File: config.mk
export PLATFORM = sky130hd
export DESIGN_NAME = seyahat_dogrula
export DESIGN_NICKNAME = d
export VERILOG_FILES = /design/src/rtl/seyahat_dogrula.sv
export SDC_FILE = /design/constraint.sdc
export NUM_CORES = 1
export LEC_CHECK = 0
export CORE_UTILIZATION = 34
export CTS_CLUSTER_SIZE = 12
export DETAILED_ROUTE_END_ITERATION = 8
export GPL_TIMING_DRIVEN = 0
export PLACE_DENSITY = 0.79
export SLEW_MARGIN = 15
export SYNTH_ARGS = -nofsm -noshare
export SYNTH_HDL_FRONTEND = slang
export SYNTH_SLANG_ARGS = --single-unit
File: constraint.sdc
create_clock -name clk -period 1.53 [get_ports clk]
set_input_delay 0.306 -clock clk [delete_from_list [all_inputs] [get_ports clk]]
set_output_delay 0.306 -clock clk [all_outputs]
set_load 0.05 [all_outputs]
File: src/rtl/seyahat_dogrula.sv
// -----------------------------------------------------------------------------
// seyahat_dogrula -- travel validator
//
// Declares a trip valid when the 6-bit route code is one of four legal routes
// and the 4-bit fuel level is at or above YAKIT_ESIK. The three verdict
// outputs are purely combinational. A clocked shadow stage registers the
// verdict and counts the cycles with a valid verdict. That count saturates
// instead of wrapping.
//
// Parameters
//   YAKIT_ESIK       minimum fuel level for travel (yakit >= YAKIT_ESIK)
//   SAYAC_W          width of the valid-cycle counter
//
// Ports
//   clk              in   1        system clock, rising edge
//   rst_n            in   1        asynchronous, active-low reset
//   yakit            in   4        fuel level, unsigned 0..15
//   rota             in   6        route code
//   seyahat_dogru    out  1        rota_dogru & yakit_yeterli (combinational)
//   rota_dogru       out  1        route code is legal (combinational)
//   yakit_yeterli    out  1        yakit >= YAKIT_ESIK (combinational)
//   seyahat_dogru_q  out  1        seyahat_dogru registered on clk
//   gecerli_sayac    out  SAYAC_W  saturating count of cycles with a valid trip
// -----------------------------------------------------------------------------
module seyahat_dogrula #(
    parameter int unsigned YAKIT_ESIK = 12,
    parameter int unsigned SAYAC_W    = 8
) (
    input  logic               clk,
    input  logic               rst_n,
    input  logic [3:0]         yakit,
    input  logic [5:0]         rota,
    output logic               seyahat_dogru,
    output logic               rota_dogru,
    output logic               yakit_yeterli,
    output logic               seyahat_dogru_q,
    output logic [SAYAC_W-1:0] gecerli_sayac
);

    // The comparison is done at 5 bits so that a threshold of 16
    // correctly means that no fuel level is enough.
    localparam logic [4:0]         ESIK_W    = 5'(YAKIT_ESIK);
    localparam logic [SAYAC_W-1:0] SAYAC_MAX = {SAYAC_W{1'b1}};

    logic               karar_q, karar_d;
    logic [SAYAC_W-1:0] sayac_q, sayac_d;

    // ---------------------------------------------------------------------
    // Combinational decision path. It does not depend on clk or rst_n, so
    // it stays valid while reset is held.
    // ---------------------------------------------------------------------
    always_comb begin
        // NOTE: assigning a default first means every path drives the output,
        // so no latch is inferred for route codes that are not listed.
        rota_dogru = 1'b0;
        unique case (rota)
            6'b111000,
            6'b100011,
            6'b100101,
            6'b100110: rota_dogru = 1'b1;
            default:   rota_dogru = 1'b0;
        endcase
    end

    assign yakit_yeterli = ({1'b0, yakit} >= ESIK_W);
    assign seyahat_dogru = rota_dogru & yakit_yeterli;

    // ---------------------------------------------------------------------
    // Shadow stage: registered verdict plus a saturating valid-cycle count.
    // ---------------------------------------------------------------------
    always_comb begin
        karar_d = seyahat_dogru;
        sayac_d = sayac_q;
        if (seyahat_dogru && (sayac_q != SAYAC_MAX)) begin
            sayac_d = sayac_q + 1'b1;
        end
    end

    always_ff @(posedge clk or negedge rst_n) begin
        if (!rst_n) begin
            karar_q <= 1'b0;
            sayac_q <= '0;
        end else begin
            // NOTE: use non-blocking assignments for state, so that every flop
            // samples values from before the edge, whatever the statement order.
            karar_q <= karar_d;
            sayac_q <= sayac_d;
        end
    end

    assign seyahat_dogru_q = karar_q;
    assign gecerli_sayac   = sayac_q;

endmodule

==> flow_metrics.py, run 1 <==
metrics = {
    "sta": {
        "tns_ps": -389.9,
        "report.final.hold_viol_count": 0,
        "worst_pin_slew_ps": 489.2,
        "fin_ws_ps": -200.8,
        "finalCritPeriodShare_pct": 113.1,
        "fmax_mhz": 577.8,
        "fin_skew_ps": 0.2678,
        "setup_viol": 3,
        "grt_setup_unrepaired": "yes",
        "drv_slew": 0,
        "fin_crit_ps": 1731,
        "relSlewSlack_pct": 67.52,
    },
    "cts": {
        "cts_max_path_buffers": 2,
        "cts_tree": "yes",
        "clock_latency_ps": 270,
        "clkTransAtPathRegs_ps": 60,
        "clock-sinks": 9,
        "cts_hold_buf": 0,
        "cts_buffers": 3,
        "ctsRootBufferMaster": "clkbuf_4",
        "cts_max_level": 1,
    },
    "flow_run": {
        "maxCapViolCount": 0,
    },
    "power": {
        "power.total_mw": 0.7546,
        "ir_drop_mv": 0.8015,
        "power_density_nw_per_um2": 966.5,
        "leakagePower_nw": 0.3701,
    },
    "outcome": {
        "status": "complete, but fails checks",
        "violations": "setup timing",
    },
    "route": {
        "drt_iter0_drc": 9,
        "via_count": 458,
        "drc": 0,
        "wirelength_mm": 1.127,
        "ant_nets": 0,
        "firstDrtPassIters": 4,
        "via_per_inst": 5.205,
        "wl_per_cell_um": 12.81,
    },
    "floorplan": {
        "ios": 24,
        "die-area_um2": 1563,
        "num_rows": 13,
        "die_w_um": 39.54,
        "die_h_um": 39.54,
        "core_um2": 1301,
        "initial_utilization_pct": 36.83,
    },
    "global_route": {
        "antenna_found_initial": 0,
        "grt_max_degree": 10,
        "grt_pass1_wl_mm": 1.676,
        "grt.total_usage_pct": 17.22,
        "grt_pass1_vias": 401,
        "grt_overflow_total": 0,
    },
    "finish": {
        "drive_above_1_share_pct": 31.51,
        "nets": 87,
        "layout_common_cells": "dfrtp_1 (9), buf_6 (7), xnor2_1 (6)",
        "final_core_util_pct": 60.00,
        "antenna_cells": 0,
        "layout_commonest_cell": "dfrtp_1",
        "stdcell_area_um2": 780.7,
        "syn_to_final_growth_pct": 62.92,
    },
    "yosys": {
        "synth_cell_types": 20,
        "postSynthAreaPerCell_um2": 11.14,
        "yosys.area.top_type_share_pct": 47.00,
        "syn_nets": 56,
        "synth-seq-cells": 9,
        "yosysWarnings": 0,
        "syn_inst": 43,
        "ys_seq_area_share_pct": 47.00,
        "syn_area_um2": 479.2,
        "synthTopCellsByArea": "dfrtp_1 (47%), xnor2_1 (11%), nand4_1 (6.5%), a21boi_4 (3.9%), and3_1 (3.9%)",
        "yosysTopAreaCell": "dfrtp_1",
    },
    "worst_setup_path": {
        "cp-startpoint": "rota[2]",
        "cp_data_arrival_time_ps": 1420,
        "reg2regPathDepth": 5,
        "cp-start-kind": "input pin",
        "cpPeakStageDelay_ps": 400,
        "crit_fanout": 3,
        "worstPathRequired_ps": 1220,
        "crit_path_end_kind": "output pin",
        "crit_chain": "buf_6, xnor2_1, a2111o_1, a21boi_4, and2_4, buf_8",
        "timing.rr.start": "gecerli_sayac[3]",
        "setup.worst_path.class": "input pin to output pin",
        "cp_slowest_cell": "a2111o_1",
    },
    "worst_hold_path": {
        "hp-class": "input pin to async pin",
    },
    "placement": {
        "place_area_um2": 709.4,
        "io_buffers": 21,
        "place_hpwl_um": 739.5,
        "place.gp.congestion": 0.7646,
        "preCtsSetupSlack_ps": -1370,
    },
}
what timing repair did:
item | CTS | global route
pin swaps | 4 | 3
gates resized for setup | 53 | 13
buffers inserted | 5 | 0
endpoints found under the setup margin | 21 | 13
synthesized netlist by cell type:
library cell and n:
and3_4 1, mux2_4 1, a21oi_1 2, nor2_1 1, nand3_1 3, nor2b_1 2
ha_1 1, and3_1 3, and2_1 1, a21boi_4 1, nand2_1 1, xor2_1 1
dfrtp_1 9, a2111o_1 1, nor3_1 1, nand4_1 5, inv_1 1, xnor2_1 6
and2_2 1, a31oi_1 1
worst max-delay path, delay by kind of cell:
family,cells,cell delay [ps]
compound gates,2,590
buf+inv,2,240
simple gates,1,180
xor+xnor,1,110
kinds of logic after synthesis:
| family | Yosys count | synth area share [%] |
|---|---|---|
| xor gates and xnor gates | 7 | 12.79 |
| AOI/OAI and AO/OA | 5 | 9.662 |
| buffers and inverters | 1 | 0.7825 |
| and+or+nand+nor | 19 | 24.02 |
| DFF | 9 | 47.00 |
| adders and majority gates | 1 | 2.611 |
| muxes | 1 | 3.132 |
per-stage QoR:
| stage | hold slack (ps) | std cells |
|---|---|---|
| floorplan | 10.41 | 43 |
| global placement | 481.5 | 79 |
| detailed placement | 496.5 | 79 |
| CTS | 345.3 | 88 |
| global route | 361.1 | 88 |
| finish | 336.5 | 88 |
flip-flops by register name, summed over array words and instances, names as in the netlist:
name,count
gecerli_sayac,8
seyahat_dogru_q,1
power by group:
part	internal, mW	switching [mW]	total, mW
logic	0.0982	0.165	0.264
registers	0.267	0.0370	0.304
clock network	0.101	0.0865	0.187
total	0.466	0.289	0.755
metal layers:
| metal | global-route usage (%) | vias to the layer above | routed length [µm] |
|---|---|---|---|
| met2 | 27.87 | 25 | 519 |
| li1 | - | 219 | - |
| met3 | 3.977 | 5 | 115 |
| met4 | 12.93 | 0 | 31 |
| met1 | 19.29 | 209 | 461 |
| met5 | 0 | - | 0 |
cell type report:
cell class | instances | area, µm²
timing repair buffer | 26 | 255.2
tap | 15 | 18.77
clock buffer | 4 | 26.28
inverter | 1 | 3.754
fill | 127 | 520.5
multi-input combinational | 33 | 251.5
sequential | 9 | 225.2
worst paths after layout:
path	endpoint	slack, ps
min in group clk	gecerli_sayac[4]	490
min reg2reg	gecerli_sayac[4]	490
max	seyahat_dogru	-200
max in group asynchronous	gecerli_sayac[6]	910
min	gecerli_sayac[4]	340
max reg2reg	gecerli_sayac[1]	-10
(Power assumes the default switching activity.)
==> run 2, diff against run 1 <==
CORE_AREA = 2 2 39 41   (was unset)
CORE_UTILIZATION = unset   (was 34)
DIE_AREA = 0 0 41 43   (was unset)
PLACE_DENSITY = 0.8   (was 0.79)
clock period = 1.9 ns   (was 1.53 ns; I/O delays follow)
==> run 2 against run 1 <==
Clock skew rose by 0.78 ps. Die area rose by 13%. Non-clock buffer count fell by 4. Final cell count fell by 3.4%. Register-to-register slack improved by 280 ps. The run now ends clean. Via count fell by 5.9%. Sequential power fell by 20%. Largest cell class is now multi-input gates. Sequential cell count did not move. Clock power fell by 22%. Global-route usage fell by 3.6 points. Cell area fell by 2.9%. Setup slack improved by 210 ps.
==> flow_metrics.py, run 2 (synthesized netlist as in run 1, its figures left out) <==
metrics = {
    "outcome": {
        "status": "completed",
    },
    "route": {
        "wirelength_mm": 1.018,
        "via_count": 431,
        "drt_iter0_drc": 10,
        "drc": 0,
        "via_per_inst": 5.071,
        "firstDrtPassIters": 4,
        "ant_nets": 0,
        "wl_per_cell_um": 11.98,
    },
    "sta": {
        "worst_pin_slew_ps": 503.1,
        "fin_crit_ps": 1891,
        "setup_viol": 0,
        "fmax_mhz": 528.7,
        "report.final.hold_viol_count": 0,
        "fin_skew_ps": 1.047,
        "grt_setup_unrepaired": "yes",
        "relSlewSlack_pct": 66.41,
        "finalCritPeriodShare_pct": 99.54,
        "fin_hold_ws_ps": 407.3,
        "fin_ws_ps": 8.654,
        "drv_slew": 0,
    },
    "cts": {
        "cts_hold_buf": 0,
        "ctsRootBufferMaster": "clkbuf_4",
        "cts_buffers": 3,
        "cts_max_level": 1,
        "cts_tree": "yes",
        "clock_latency_ps": 260,
        "clock-sinks": 9,
        "clkTransAtPathRegs_ps": 60,
        "cts_max_path_buffers": 2,
    },
    "finish": {
        "multiInputGateArea_um2": 259.0,
        "syn_to_final_growth_pct": 58.22,
        "regArea_um2": 225.2,
        "layout_common_cells": "dfrtp_1 (9), clkdlybuf4s50_1 (9), nand4_1 (5), xnor2_1 (5), dlymetal6s2s_1 (4)",
        "drive_above_1_share_pct": 23.19,
        "largest_reg_flops": 8,
        "nets": 83,
        "fillers": 115,
        "antenna_cells": 0,
    },
    "global_route": {
        "grt_pass1_wl_mm": 1.587,
        "grt_overflow_total": 0,
        "grt_pass1_vias": 387,
        "grt.total_usage_pct": 13.62,
        "antenna_found_initial": 0,
        "grt_max_degree": 10,
    },
    "worst_setup_path": {
        "crit_fanout": 3,
        "cp_data_arrival_time_ps": 1510,
        "reg2regPathDepth": 5,
        "cp-start-kind": "input pin",
        "crit_path_end_kind": "output pin",
        "cp-startpoint": "rota[2]",
        "worstPathRequired_ps": 1520,
        "setup.worst_path.class": "input pin to output pin",
        "timing.rr.start": "gecerli_sayac[3]",
    },
    "floorplan": {
        "core_um2": 1384,
        "die_h_um": 43,
        "die-area_um2": 1763,
        "num_rows": 14,
        "initial_utilization_pct": 34.63,
        "ios": 24,
        "die_w_um": 41,
    },
    "power": {
        "leakagePower_nw": 0.4028,
        "power_density_nw_per_um2": 800.9,
        "ir_drop_mv": 0.8701,
    },
    "placement": {
        "place_hpwl_um": 757.1,
        "preCtsSetupSlack_ps": -1176,
        "place.gp.congestion": 0.7634,
        "io_buffers": 21,
    },
    "flow_run": {
        "maxCapViolCount": 0,
    },
    "worst_hold_path": {
        "hp-class": "input pin to async pin",
    },
}
-- run 2: cell count changes in the layout (fill, tap and decap cells not counted), sizes merged --
cell / previous run / this run
clkbuf: 7 / 5
clkdlybuf4s50: 4 / 9
dlymetal6s2s: 0 / 4
clkdlybuf4s15: 6 / 1
buf: 11 / 6
dlygate4sd2: 2 / 1
-- run 2: what timing repair did --
action / in CTS / in global routing
buffers inserted: 1 / 0
gates resized for setup: 37 / 5
endpoints found under the hold margin: 0 / 0
endpoints found under the setup margin: 5 / 6
pin swaps: 4 / 2
-- run 2: report_power, final --
part	internal, mW	total, mW	switching, mW
clock	0.0808	0.145	0.0641
combinational	0.0895	0.221	0.131
sequential	0.215	0.242	0.0268
total	0.385	0.607	0.222
-- run 2: cell type report --
class / instances / area share [%]
timing repair buffer: 22 / 29.54
clock buffer: 4 / 3.465
tap: 16 / 2.640
sequential: 9 / 29.70
multi-input combinational: 33 / 34.16
inverter: 1 / 0.4950
-- run 2: critical path: stages --
cell,delay (ps)
buf_8,100
xnor2_2,120
a2111o_1,410
a21boi_4,190
and2_4,180
buf_8,140
-- run 2: routing by layer --
layer | vias up | wire (µm) | global-route usage [%]
met2 | 25 | 457 | 20.63
met1 | 192 | 434 | 16.72
li1 | 211 | - | -
met5 | - | 0 | 0
met3 | 3 | 103 | 3.141
met4 | 0 | 23 | 8.000
-- run 2: worst paths after layout --
kind	end	slack (ps)
worst max-delay path	seyahat_dogru	9
worst min-delay path	gecerli_sayac[4]	410
worst max register to register	gecerli_sayac[1]	270
worst min register to register	gecerli_sayac[4]	500
max in group asynchronous	seyahat_dogru_q	1220
min in group clk	gecerli_sayac[4]	500
-- run 2: metrics by stage --
stage	util, %	instances	setup TNS [ps]	power (mW)	instance area, µm²
after detailed placement	51.36	80	-4704	0.4658	710.7
after global routing	54.79	85	-38.80	0.6478	758.2
after floorplan	-	43	-275.8	0.3802	480.5
final	54.79	85	0	0.6073	758.2
after CTS	54.43	85	-33.70	0.6143	753.2
after global placement	51.36	80	-4094	0.4648	710.7
